$ cat src/rtl/pipe_pkg.sv
// ============================================================================
// pipe_pkg: shared pipeline-stage types and payload sizing.  Rev 1.0
// ============================================================================
`default_nettype none

package pipe_pkg;

    localparam int unsigned PIPE_DATA_W = 32;
    localparam int unsigned PIPE_ADDR_W = 4;

    // Encoding mirrors {main_valid, skid_valid}; 2'b01 is unreachable.
    typedef enum logic [1:0] {
        ST_EMPTY = 2'b00,
        ST_ONE   = 2'b10,
        ST_FULL  = 2'b11
    } stage_state_e;

    function automatic int unsigned payload_width(input int unsigned num_ops,
                                                  input int unsigned data_w,
                                                  input int unsigned addr_w,
                                                  input int unsigned ctrl_w);
        return num_ops * data_w + data_w + addr_w + ctrl_w;
    endfunction

endpackage

`default_nettype wire

$ cat src/rtl/pipe_payload_reg.sv
// ============================================================================
// pipe_payload_reg: payload register, async clear, load enable, sync clear.  Rev 1.0
// ============================================================================
`default_nettype none

module pipe_payload_reg #(
    parameter int unsigned W = 8
) (
    input  logic         clk,
    input  logic         rst_n,
    input  logic         load_i,
    input  logic         clear_i,
    input  logic [W-1:0] d_i,
    output logic [W-1:0] q_o
);

    logic [W-1:0] data_q;

    always_ff @(posedge clk or negedge rst_n) begin
        if (!rst_n) begin
            data_q <= '0;
        end else if (clear_i) begin
            data_q <= '0;
        end else if (load_i) begin
            data_q <= d_i;
        end
    end

    assign q_o = data_q;

endmodule

`default_nettype wire

$ cat src/rtl/pipe_stage_skid.sv
// ============================================================================
// pipe_stage_skid: decode->execute stage register with 2-entry skid buffer.  Rev 1.0
// ============================================================================
`default_nettype none

module pipe_stage_skid
    import pipe_pkg::*;
#(
    parameter int unsigned DATA_W        = PIPE_DATA_W,
    parameter int unsigned NUM_OPS       = 2,
    parameter int unsigned ADDR_W        = PIPE_ADDR_W,
    parameter int unsigned CTRL_W        = 8,
    parameter bit          ZERO_ON_FLUSH = 1'b1
) (
    input  logic                      clk,
    input  logic                      rst,
    input  logic                      in_valid,
    output logic                      in_ready,
    input  logic [NUM_OPS*DATA_W-1:0] in_ops,
    input  logic [DATA_W-1:0]         in_ext,
    input  logic [ADDR_W-1:0]         in_wa3,
    input  logic [CTRL_W-1:0]         in_ctrl,
    input  logic                      flush,
    output logic                      out_valid,
    input  logic                      out_ready,
    output logic [NUM_OPS*DATA_W-1:0] out_ops,
    output logic [DATA_W-1:0]         out_ext,
    output logic [ADDR_W-1:0]         out_wa3,
    output logic [CTRL_W-1:0]         out_ctrl,
    output logic [1:0]                occupancy
);

    localparam int unsigned PAYLOAD_W = payload_width(NUM_OPS, DATA_W, ADDR_W, CTRL_W);
    localparam int unsigned OPS_W     = NUM_OPS * DATA_W;

    stage_state_e         state_q, state_d;
    logic                 accept, emit;
    logic                 main_load, skid_load, pay_clear;
    logic [PAYLOAD_W-1:0] in_payload, main_payload, skid_payload, main_d;

    assign in_payload = {in_ctrl, in_wa3, in_ext, in_ops};

    // Handshake outputs come straight from the state register bits.
    assign in_ready  = ~state_q[0];
    assign out_valid = state_q[1];
    assign occupancy = 2'(state_q[1]) + 2'(state_q[0]);

    assign accept    = in_valid & in_ready;
    assign emit      = out_valid & out_ready;
    assign pay_clear = flush & ZERO_ON_FLUSH;

    always_ff @(posedge clk or negedge rst) begin
        if (!rst) begin
            state_q <= ST_EMPTY;
        end else begin
            state_q <= state_d;
        end
    end

    always_comb begin
        state_d   = state_q;
        main_load = 1'b0;
        skid_load = 1'b0;
        if (flush) begin
            state_d = ST_EMPTY;
        end else begin
            case (state_q)
                ST_EMPTY: begin
                    if (accept) begin
                        main_load = 1'b1;
                        state_d   = ST_ONE;
                    end
                end
                ST_ONE: begin
                    if (accept && emit) begin
                        main_load = 1'b1;
                    end else if (accept) begin
                        skid_load = 1'b1;
                        state_d   = ST_FULL;
                    end else if (emit) begin
                        state_d = ST_EMPTY;
                    end
                end
                ST_FULL: begin
                    if (emit) begin
                        main_load = 1'b1;
                        state_d   = ST_ONE;
                    end
                end
                default: state_d = ST_EMPTY;
            endcase
        end
    end

    // Draining FULL promotes the skid entry; otherwise main takes fresh input.
    assign main_d = state_q[0] ? skid_payload : in_payload;

    pipe_payload_reg #(
        .W (PAYLOAD_W)
    ) u_main (
        .clk     (clk),
        .rst_n   (rst),
        .load_i  (main_load),
        .clear_i (pay_clear),
        .d_i     (main_d),
        .q_o     (main_payload)
    );

    pipe_payload_reg #(
        .W (PAYLOAD_W)
    ) u_skid (
        .clk     (clk),
        .rst_n   (rst),
        .load_i  (skid_load),
        .clear_i (pay_clear),
        .d_i     (in_payload),
        .q_o     (skid_payload)
    );

    assign out_ops  = main_payload[OPS_W-1:0];
    assign out_ext  = main_payload[OPS_W +: DATA_W];
    assign out_wa3  = main_payload[OPS_W + DATA_W +: ADDR_W];
    assign out_ctrl = main_payload[PAYLOAD_W-1 -: CTRL_W];

endmodule

`default_nettype wire
$ cat config.mk
export PLATFORM = sky130hd
export DESIGN_NAME = pipe_stage_skid
export DESIGN_NICKNAME = d
export VERILOG_FILES = /design/src/rtl/pipe_pkg.sv /design/src/rtl/pipe_payload_reg.sv /design/src/rtl/pipe_stage_skid.sv
export SDC_FILE = /design/constraint.sdc
export NUM_CORES = 1
export LEC_CHECK = 0
export CORE_MARGIN = 2
export CORE_UTILIZATION = 45
export DETAILED_ROUTE_END_ITERATION = 10
export GPL_TIMING_DRIVEN = 0
export MAX_ROUTING_LAYER = met4
export PLACE_DENSITY = 0.76
export REMOVE_ABC_BUFFERS = 1
export SETUP_SLACK_MARGIN = 0.05
export SLEW_MARGIN = 20
export SYNTH_ARGS = -nofsm -noshare
export SYNTH_HDL_FRONTEND = slang
export SYNTH_SLANG_ARGS = --single-unit
$ cat constraint.sdc
create_clock -name clk -period 2.25 [get_ports clk]
set_input_delay 0.675 -clock clk [delete_from_list [all_inputs] [get_ports clk]]
set_output_delay 0.675 -clock clk [all_outputs]
set_load 0.02 [all_outputs]
==> results of run 1 <==
==> placed cells by master (no fill, tap or decap), drive strengths merged, types with 3 or more instances in the layout <==
| master | instances |
|---|---|
| dlymetal6s2s | 32 |
| dlygate4sd2 | 6 |
| a21oi | 110 |
| clkbuf | 34 |
| inv | 7 |
| a22o | 108 |
| bufinv | 3 |
| buf | 59 |
| a311oi | 108 |
| bufbuf | 9 |
| nand2 | 4 |
| ha | 4 |
| dfrtp | 218 |
| mux2i | 109 |
| clkdlybuf4s50 | 182 |
| clkinv | 9 |
==> timing repair <==
| action | CTS | global route |
|---|---|---|
| setup endpoints to repair | 226 | 151 |
| gates resized for setup | 33 | 76 |
| gates cloned | 13 | 3 |
| pin swaps | 34 | 7 |
| setup buffers | 18 | 12 |
==> how the worst max path moves through the flow <==
| stage | startpoint | to | slack, ns |
|---|---|---|---|
| after floorplan | state_q[0] | u_skid.q_o[0] | -5.00 |
| after global placement | rst | u_skid.q_o[79] | -8.99 |
| after detailed placement | in_valid | u_main.q_o[43] | -0.92 |
| after CTS | state_q[0] | u_main.q_o[96] | -0.01 |
| after global routing | state_q[0] | u_main.q_o[14] | -0.09 |
| final | state_q[1] | u_main.q_o[14] | -0.00005 |
==> logic make-up (layout without fill, tap and decap cells) <==
family,after synthesis,after routing,synth area share [%]
adder cells (fa/ha/maj),4,4,0.523
flip-flops,218,218,57.0
AND/OR/NAND/NOR,8,8,0.457
other,0,1,0
XOR/XNOR,1,1,0.0915
buffers and inverters,100,342,4.43
AO/OA/AOI/OAI,331,331,26.1
multiplexers,109,109,11.4
==> critical path, stage by stage, from the launching register on <==
cell and delay, ns:
dfrtp_2 0.45, buf_4 0.16, ha_2 0.20, nand3b_1 0.16, o221ai_4 0.13, buf_6 0.16
buf_16 0.14, buf_8 0.13, bufbuf_16 0.29, a311oi_1 0.31
==> synthesized netlist by cell type, types with 2 or more instances <==
library cell	number	area (µm²)
a311oi_1	108	946
clkbuf_1	71	267
a22o_1	108	946
dfrtp_1	218	5460
mux2i_1	109	1090
inv_1	4	15.0
ha_1	4	50.1
nand2_1	4	15.0
buf_4	3	22.5
buf_2	18	90.1
a21oi_1	110	551
buf_6	2	22.5
==> flip-flops by register name (all words and copies together), names as in the netlist <==
| name | count |
|---|---|
| state_q | 2 |
| u_skid.q_o | 108 |
| u_main.q_o | 108 |
==> through the flow <==
stage / hold WS [ns] / setup TNS [ns] / setup slack [ns] / total power [mW] / instance area, µm²
after floorplan: 0.379 / -1079.60 / -5.00 / 8.81 / 9170
after global placement: 0.487 / -3678.22 / -8.99 / 11.1 / 11800
after detailed placement: 0.491 / -112.64 / -0.920 / 11.6 / 12300
after CTS: 0.0655 / -0.0542 / -0.0126 / 16.8 / 13800
after global routing: 0.0767 / -0.216 / -0.0856 / 18.0 / 14200
final: 0.0648 / -0.0000508 / -0.0000508 / 17.3 / 14200
==> power breakdown <==
part	switching [mW]	internal, mW	total [mW]
Clock	1.63	2.47	4.11
Combinational	4.04	3.82	7.85
Sequential	0.548	4.82	5.37
==> final cells by class <==
| cell class | count | area, µm² | area share [%] |
|---|---|---|---|
| repair inverters | 2 | 17.5 | 0.123 |
| multi-input cells | 453 | 3950 | 27.8 |
| flip-flops and latches | 218 | 5460 | 38.4 |
| diodes | 1 | 2.50 | 0.0176 |
| clock inverters | 13 | 146 | 1.03 |
| repair buffers | 291 | 3590 | 25.2 |
| well taps | 275 | 344 | 2.42 |
| inverters | 5 | 37.5 | 0.264 |
| clock buffers | 31 | 678 | 4.77 |
==> per-layer routing <==
metal / routed length, µm / track usage (%) / up-vias
li1: - / - / 3501
met2: 15400 / 43.3 / 378
met5: 0 / - / -
met1: 13700 / 38.1 / 4180
met3: 2870 / 6.89 / 71
met4: 963 / 8.54 / 0
==> flow_metrics.py, run 1 <==
metrics = {
    "status": {
        "status": "finished with violations",
        "failed_checks": "setup timing",
    },
    "global_routing": {
        "gr-total-overflow": 0,
        "grt_max_degree": 96,
        "antenna_found_initial": 1,
        "grt.total_usage_pct": 28.5,
        "grt_pass1_wl_um": 48400,
        "grt_pass1_vias": 8262,
    },
    "sta": {
        "setup_ws_ns": -0.0000508,
        "setup_viol": 1,
        "post-route-min-period_ns": 2.25,
        "relSlewSlack_pct": 65.9,
        "min_period_over_period_pct": 100,
        "timing.fmax_ghz": 0.444,
        "tightestPinTransition_ns": 0.512,
        "finalHoldViolations": 0,
        "finalClockSkew_ns": 0.0116,
        "finalMaxSlewViolations": 0,
        "rsz0062_at_grt": "true",
    },
    "setup_path": {
        "r2r-start": "state_q[1]",
        "crit_path_end_kind": "flip-flop",
        "r2r-end": "u_main.q_o[14]",
        "cp-start-kind": "flip-flop",
        "crit_arrival_ns": 2.65,
        "r2r_slack_ns": -0.00005,
        "r2r_cells": 9,
        "cp.required_ns": 2.65,
        "critical_path_class": "flip-flop to flip-flop",
        "cp_max_fo": 13,
    },
    "clock_tree": {
        "cts_tree": "done",
        "hold_buffers": 0,
        "cts_root_buf": "clkbuf_16",
        "clock_sinks": 218,
        "clk_pin_slew_worst_paths_ns": 0.07,
        "worstSkewPairLatency_ns": 0.51,
        "h-tree-depth": 1,
        "cts_buffers": 24,
        "clockBufferDepth": 3,
    },
    "placed_design": {
        "place.port_buffers": 224,
        "dp_cells": 1199,
        "gp_congestion": 0.774,
        "hpwl_um": 16300,
    },
    "floorplanning": {
        "ios": 225,
        "fp-row-count": 53,
        "core-area_um2": 21000,
        "die_h_um": 150,
        "die-area_um2": 22500,
        "dieWidth_um": 150,
        "start_util_pct": 45.7,
    },
    "flow_run": {
        "drv_cap": 0,
    },
    "synthesis": {
        "synth_area_per_cell_um2": 12.4,
        "syn_inst": 771,
        "synth_edf_count": 0,
        "ys_seq_area_share_pct": 57.0,
        "synth_area_um2": 9570,
        "synth_async_sr_flop_share_pct": 100,
        "ys_ff_latch": 218,
        "ys_types": 24,
        "synth_ff_type": "dfrtp_1",
        "yosysWarnings": 0,
    },
    "drt": {
        "finalWirelength_um": 32900,
        "wl_per_cell_um": 25.5,
        "drtPass1Iterations": 6,
        "drtAntennaViolNets": 0,
        "vias": 8130,
        "vias_per_cell": 6.31,
        "drc": 0,
        "drt_iter0_drc": 480,
    },
    "final_layout": {
        "fin_util_pct": 67.9,
        "nFillCells": 1419,
        "syn2layout_area_growth_pct": 48.6,
        "num-nets-final": 1112,
        "layoutNonFillerInstCount": 1289,
        "drive_above_1_share_pct": 15.5,
    },
    "pwr": {
        "p_per_area_nw_per_um2": 1220,
        "ir_drop_mv": 0.651,
        "p_leak_nw": 6.35,
    },
    "hold_path": {
        "hold_class": "primary input to asynchronous set/reset pin",
    },
}
Note: power is estimated with default switching activity, not from simulation.
==> run 2: changes to the inputs <==
--- a/config.mk
+++ b/config.mk
@@ -5,10 +5,11 @@
 export SDC_FILE = /design/constraint.sdc
 export NUM_CORES = 1
 export LEC_CHECK = 0
-export CORE_MARGIN = 2
+export CORE_MARGIN = 8
 export CORE_UTILIZATION = 45
 export DETAILED_ROUTE_END_ITERATION = 10
 export GPL_TIMING_DRIVEN = 0
+export HOLD_SLACK_MARGIN = 0.03
 export MAX_ROUTING_LAYER = met4
 export PLACE_DENSITY = 0.76
 export REMOVE_ABC_BUFFERS = 1
==> constraint.sdc (replaced) <==
create_clock -name clk -period 2.25 [get_ports clk]
set_input_delay 0.675 -clock clk [delete_from_list [all_inputs] [get_ports clk]]
set_output_delay 0.675 -clock clk [all_outputs]
set_load 0.05 [all_outputs]
==> flow_metrics.py, run 2 (same netlist as run 1, synthesis figures left out) <==
metrics = {
    "status": {
        "status": "finished with violations",
        "failed_checks": "setup timing",
    },
    "pwr": {
        "power_mw": 18.9,
        "switchingPower_mw": 8.08,
        "p_comb_share_pct": 50.8,
        "p_leak_nw": 6.36,
        "p_seq_share_pct": 28.8,
        "p_per_area_nw_per_um2": 1310,
        "p_sw_share_pct": 42.7,
        "clock_power_share_pct": 20.4,
        "ir_drop_mv": 0.673,
        "intPower_mw": 10.9,
    },
    "final_layout": {
        "fin_util_pct": 69.2,
        "num_antenna_cells": 0,
        "num-nets-final": 1129,
        "final_cell_mix": "dfrtp_1, mux2i_1, a22o_1, clkdlybuf4s50_1, dlygate4sd2_1",
        "final_common_cell": "dfrtp_1",
        "drive_above_1_share_pct": 21.8,
        "syn2layout_area_growth_pct": 51.5,
        "layoutNonFillerInstCount": 1303,
    },
    "setup_path": {
        "crit_arrival_ns": 1.60,
        "cp_max_fo": 6,
        "cp.required_ns": 1.57,
        "cp-start-kind": "flip-flop",
        "crit_path_end_kind": "output pin",
        "critical_path_class": "flip-flop to output pin",
    },
    "sta": {
        "finalHoldViolations": 0,
        "rsz0062_at_grt": "true",
        "min_period_over_period_pct": 101,
        "tightestPinTransition_ns": 0.667,
        "finalClockSkew_ns": 0.00716,
        "relSlewSlack_pct": 55.6,
        "setup_viol": 2,
        "setup_ws_ns": -0.0244,
        "timing.fmax_ghz": 0.440,
        "finalMaxSlewViolations": 0,
        "totalNegativeSetupSlack_ns": -0.0266,
        "post-route-min-period_ns": 2.27,
    },
    "clock_tree": {
        "clk_pin_slew_worst_paths_ns": 0.06,
        "worstSkewPairLatency_ns": 0.51,
        "cts_root_buf": "clkbuf_16",
        "clockBufferDepth": 3,
        "clock_sinks": 218,
        "cts_tree": "done",
        "cts_buffers": 25,
        "h-tree-depth": 1,
    },
    "drt": {
        "drc": 0,
        "vias_per_cell": 6.42,
        "wl_per_cell_um": 26.1,
        "finalWirelength_um": 34000,
        "vias": 8365,
        "drtAntennaViolNets": 0,
        "drt_iter0_drc": 824,
        "drtPass1Iterations": 5,
    },
    "floorplanning": {
        "start_util_pct": 45.7,
        "die-area_um2": 26200,
        "die_h_um": 162,
        "fp-row-count": 53,
        "ios": 225,
        "core-area_um2": 21000,
        "dieWidth_um": 162,
    },
    "global_routing": {
        "grt_pass1_vias": 8760,
        "antenna_found_initial": 0,
        "gr-total-overflow": 0,
        "grt_pass1_wl_um": 51100,
        "grt.total_usage_pct": 24.8,
        "grt_max_degree": 98,
    },
    "placed_design": {
        "gp_congestion": 0.736,
        "hpwl_um": 16700,
        "dp_cells": 1200,
        "post-place-ws_ns": -0.877,
        "place.port_buffers": 224,
    },
    "hold_path": {
        "hold_class": "flip-flop to flip-flop",
    },
    "flow_run": {
        "drv_cap": 0,
    },
}
==> run 2: repair_timing <==
item	in CTS	in global routing
setup buffers	36	8
hold buffers	1	0
gates resized for setup	196	76
pin swaps	66	40
endpoints found under the hold margin	26	0
cloned	18	3
setup endpoints to repair	329	105
==> run 2: stage by stage <==
stage	hold WS, ns	instance area [µm²]
4_1_cts	0.508	14100
5_1_grt	0.515	14500
2_1_floorplan	0.379	9170
3_3_place_gp	0.487	11800
3_5_place_dp	0.491	12400
6_report	0.503	14500
==> run 2: critical path, cell delays in order (launching register included) <==
cell and delay (ns):
dfrtp_4 0.55, inv_8 0.09, ha_2 0.30, buf_6 0.16
==> run 2: power groups by stage <==
stage,clock (mW),combinational [mW],sequential [mW]
6_report,3.86,9.62,5.45
5_1_grt,4.08,10.0,5.54
4_1_cts,3.93,9.06,5.37
3_5_place_dp,0,7.82,5.46
3_3_place_gp,0,7.04,5.58
2_1_floorplan,0,2.53,7.82
==> run 2: final timing paths <==
check	start	endpoint	slack, ns	cells after the start
min reg2reg	u_skid.q_o[73]	u_skid.q_o[73]	0.50	1
max reg2reg	state_q[0]	u_main.q_o[44]	0	10
min	u_skid.q_o[73]	u_skid.q_o[73]	0.50	1
max in group asynchronous	rst	u_skid.q_o[73]	0.86	3
min in group asynchronous	rst	u_main.q_o[50]	0.62	2
max	state_q[0]	occupancy[0]	-0.02	3
==> run 2: area by class of cell <==
type | count | area (µm²)
clock inverter | 3 | 18.8
clock buffer | 40 | 762
tap | 275 | 344
multi-input combinational | 453 | 4260
sequential | 218 | 5460
fill | 1474 | 6460
timing repair inverter | 3 | 26.3
inverter | 5 | 52.6
timing repair buffer | 306 | 3580
==> run 2: per-layer routing <==
layer | track usage (%) | routed length [µm]
met1 | 31.9 | 13800
met2 | 38.4 | 16200
met3 | 5.90 | 2890
met4 | 7.83 | 1130
met5 | - | 0
==> run 3: changes to the inputs <==
--- a/config.mk
+++ b/config.mk
@@ -6,12 +6,13 @@
 export NUM_CORES = 1
 export LEC_CHECK = 0
 export CORE_MARGIN = 8
-export CORE_UTILIZATION = 45
+export CORE_UTILIZATION = 46
+export CTS_CLUSTER_SIZE = 28
 export DETAILED_ROUTE_END_ITERATION = 10
 export GPL_TIMING_DRIVEN = 0
 export HOLD_SLACK_MARGIN = 0.03
 export MAX_ROUTING_LAYER = met4
-export PLACE_DENSITY = 0.76
+export PLACE_DENSITY = 0.75
 export REMOVE_ABC_BUFFERS = 1
 export SETUP_SLACK_MARGIN = 0.05
 export SLEW_MARGIN = 20
==> constraint.sdc (replaced) <==
create_clock -name clk -period 2.1 [get_ports clk]
set_input_delay 0.63 -clock clk [delete_from_list [all_inputs] [get_ports clk]]
set_output_delay 0.63 -clock clk [all_outputs]
set_load 0.05 [all_outputs]
==> flow_metrics.py, run 3 (same netlist as run 1, synthesis figures left out) <==
metrics = {
    "status": {
        "status": "finished with violations",
        "failed_checks": "setup timing",
    },
    "pwr": {
        "p_comb_share_pct": 53.0,
        "p_sw_share_pct": 43.0,
        "p_per_area_nw_per_um2": 1420,
        "intPower_mw": 12.3,
        "clock_power_share_pct": 19.6,
        "p_leak_nw": 6.28,
        "switchingPower_mw": 9.26,
        "ir_drop_mv": 0.964,
        "power_mw": 21.5,
        "p_seq_share_pct": 27.3,
    },
    "final_layout": {
        "num-nets-final": 1145,
        "final_cell_mix": "dfrtp_1, clkdlybuf4s50_1, mux2i_1",
        "syn2layout_area_growth_pct": 58.3,
        "final_common_cell": "dfrtp_1",
        "fin_util_pct": 74.7,
        "drive_above_1_share_pct": 38.0,
        "nFillCells": 1273,
    },
    "drt": {
        "drt_iter0_drc": 523,
        "drtPass1Iterations": 4,
        "finalWirelength_um": 36300,
        "wl_per_cell_um": 27.5,
        "drc": 0,
        "vias_per_cell": 6.47,
        "drtAntennaViolNets": 0,
        "vias": 8522,
    },
    "flow_run": {
        "drv_cap": 0,
    },
    "floorplanning": {
        "start_util_pct": 47.2,
        "ios": 225,
        "fp-row-count": 52,
        "die_h_um": 160,
        "core-area_um2": 20300,
        "die-area_um2": 25700,
        "dieWidth_um": 160,
    },
    "placed_design": {
        "gp_congestion": 0.726,
        "place.port_buffers": 224,
        "hpwl_um": 16900,
    },
    "setup_path": {
        "slowest_stage": "dfrtp_4",
        "crit_arrival_ns": 2.71,
        "crit_path_end_kind": "flip-flop",
        "cp_num_buf_inv": 6,
        "cp.required_ns": 2.49,
        "critPathTopFamily": "buffers and inverters",
        "max_stage_delay_ns": 0.51,
        "cpMostUsedCell": "buf_6",
        "cp_max_fo": 5,
        "cp-start-kind": "flip-flop",
        "critical_path_class": "flip-flop to flip-flop",
        "worstPathCellList": "buf_6 -> buf_12 -> nand3b_1 -> o221ai_4 -> buf_6 -> buf_4 -> buf_8 -> buf_6 -> a21oi_1 -> a311oi_1",
    },
    "hold_path": {
        "hold_class": "flip-flop to flip-flop",
    },
    "global_routing": {
        "antenna_found_initial": 2,
        "grt_pass1_vias": 9053,
        "grt.total_usage_pct": 26.9,
        "grt_pass1_wl_um": 54200,
        "grt_max_degree": 97,
        "gr-total-overflow": 0,
    },
    "clock_tree": {
        "clockBufferDepth": 3,
        "clk_pin_slew_worst_paths_ns": 0.06,
        "worstSkewPairLatency_ns": 0.52,
        "clock_sinks": 218,
        "cts_root_buf": "clkbuf_16",
        "h-tree-depth": 1,
        "cts_tree": "done",
        "cts_buffers": 24,
    },
    "sta": {
        "setup_viol": 94,
        "timing.hold.ws_ns": 0.504,
        "finalMaxSlewViolations": 0,
        "tightestPinTransition_ns": 0.541,
        "rsz0062_at_grt": "true",
        "timing.fmax_ghz": 0.431,
        "post-route-min-period_ns": 2.32,
        "finalHoldViolations": 0,
        "min_period_over_period_pct": 110,
        "setup_ws_ns": -0.218,
        "finalClockSkew_ns": 0.0186,
        "relSlewSlack_pct": 64.0,
    },
}
-- run 3: cell count changes in the layout (fill, tap and decap cells not counted), moves of 31 or more --
cell / delta
dlygate4sd2_1: -105
clkbuf_2: +46
a311oi_1: -42
a311oi_2: +42
a21oi_2: +34
a21oi_1: -31
clkdlybuf4s15_2: +31
-- run 3: cell type report --
type / instances / area, µm² / area share, %
clock buffers: 36 / 757 / 5.00
well taps: 270 / 338 / 2.23
repair buffers: 323 / 3850 / 25.4
inverters: 5 / 37.5 / 0.248
multi-input cells: 453 / 4640 / 30.6
repair inverters: 3 / 26.3 / 0.173
diodes: 2 / 5.00 / 0.0330
flip-flops and latches: 218 / 5460 / 36.0
clock inverters: 8 / 40.0 / 0.264
-- run 3: metrics by stage --
step / std cells / instance area, µm² / setup slack (ns) / TNS [ns]
2_1_floorplan: 676 / 9170 / -5.73 / -1239.39
4_1_cts: 1313 / 14900 / -0.157 / -1.90
3_3_place_gp: 1170 / 11700 / -9.10 / -3733.28
6_report: 1318 / 15200 / -0.218 / -7.98
5_1_grt: 1318 / 15200 / -0.253 / -12.87
3_5_place_dp: 1194 / 12300 / -1.04 / -126.95
-- run 3: metal layers --
layer	vias up	part of all wire (%)	track usage (%)	wire length, µm
li1	3591	-	-	-
met1	4440	41	35.0	14900
met2	425	49	42.2	17900
met3	66	7.4	5.60	2670
met4	0	2.3	7.43	831
met5	-	0	-	0
-- run 3: power groups by stage --
| stage | registers [mW] | logic [mW] | clock network [mW] |
|---|---|---|---|
| after floorplan | 8.38 | 2.71 | 0 |
| after global placement | 6.03 | 7.75 | 0 |
| after detailed placement | 5.84 | 8.30 | 0 |
| after CTS | 5.78 | 10.9 | 4.26 |
| after global routing | 5.98 | 11.9 | 4.45 |
| final | 5.88 | 11.4 | 4.22 |
-- run 3: worst paths after layout --
kind / cells after the start / start / slack, ns / to
max: 10 / state_q[0] / -0.22 / u_main.q_o[14]
min: 1 / u_skid.q_o[81] / 0.50 / u_skid.q_o[81]
max reg2reg: 10 / state_q[0] / -0.22 / u_main.q_o[14]
min reg2reg: 1 / u_skid.q_o[81] / 0.50 / u_skid.q_o[81]
max in group asynchronous: 3 / rst / 0.73 / state_q[0]
min in group asynchronous: 2 / rst / 0.57 / u_main.q_o[12]
-- run 3: what timing repair did --
item / 4_1_cts / 5_1_grt
gates resized for setup: 380 / 189
buffers inserted: 45 / 14
hold endpoints to repair: 29 / 0
setup endpoints to repair: 330 / 199
gates cloned: 30 / 2
hold buffers: 1 / 0
pin swaps: 116 / 46
-- run 3: worst register-to-register path: stages (launching register included) --
cell	delay, ns
dfrtp_4	0.51
buf_6	0.14
buf_12	0.11
nand3b_1	0.23
o221ai_4	0.23
buf_6	0.16
buf_4	0.11
buf_8	0.13
buf_6	0.14
a21oi_1	0.09
a311oi_1	0.33
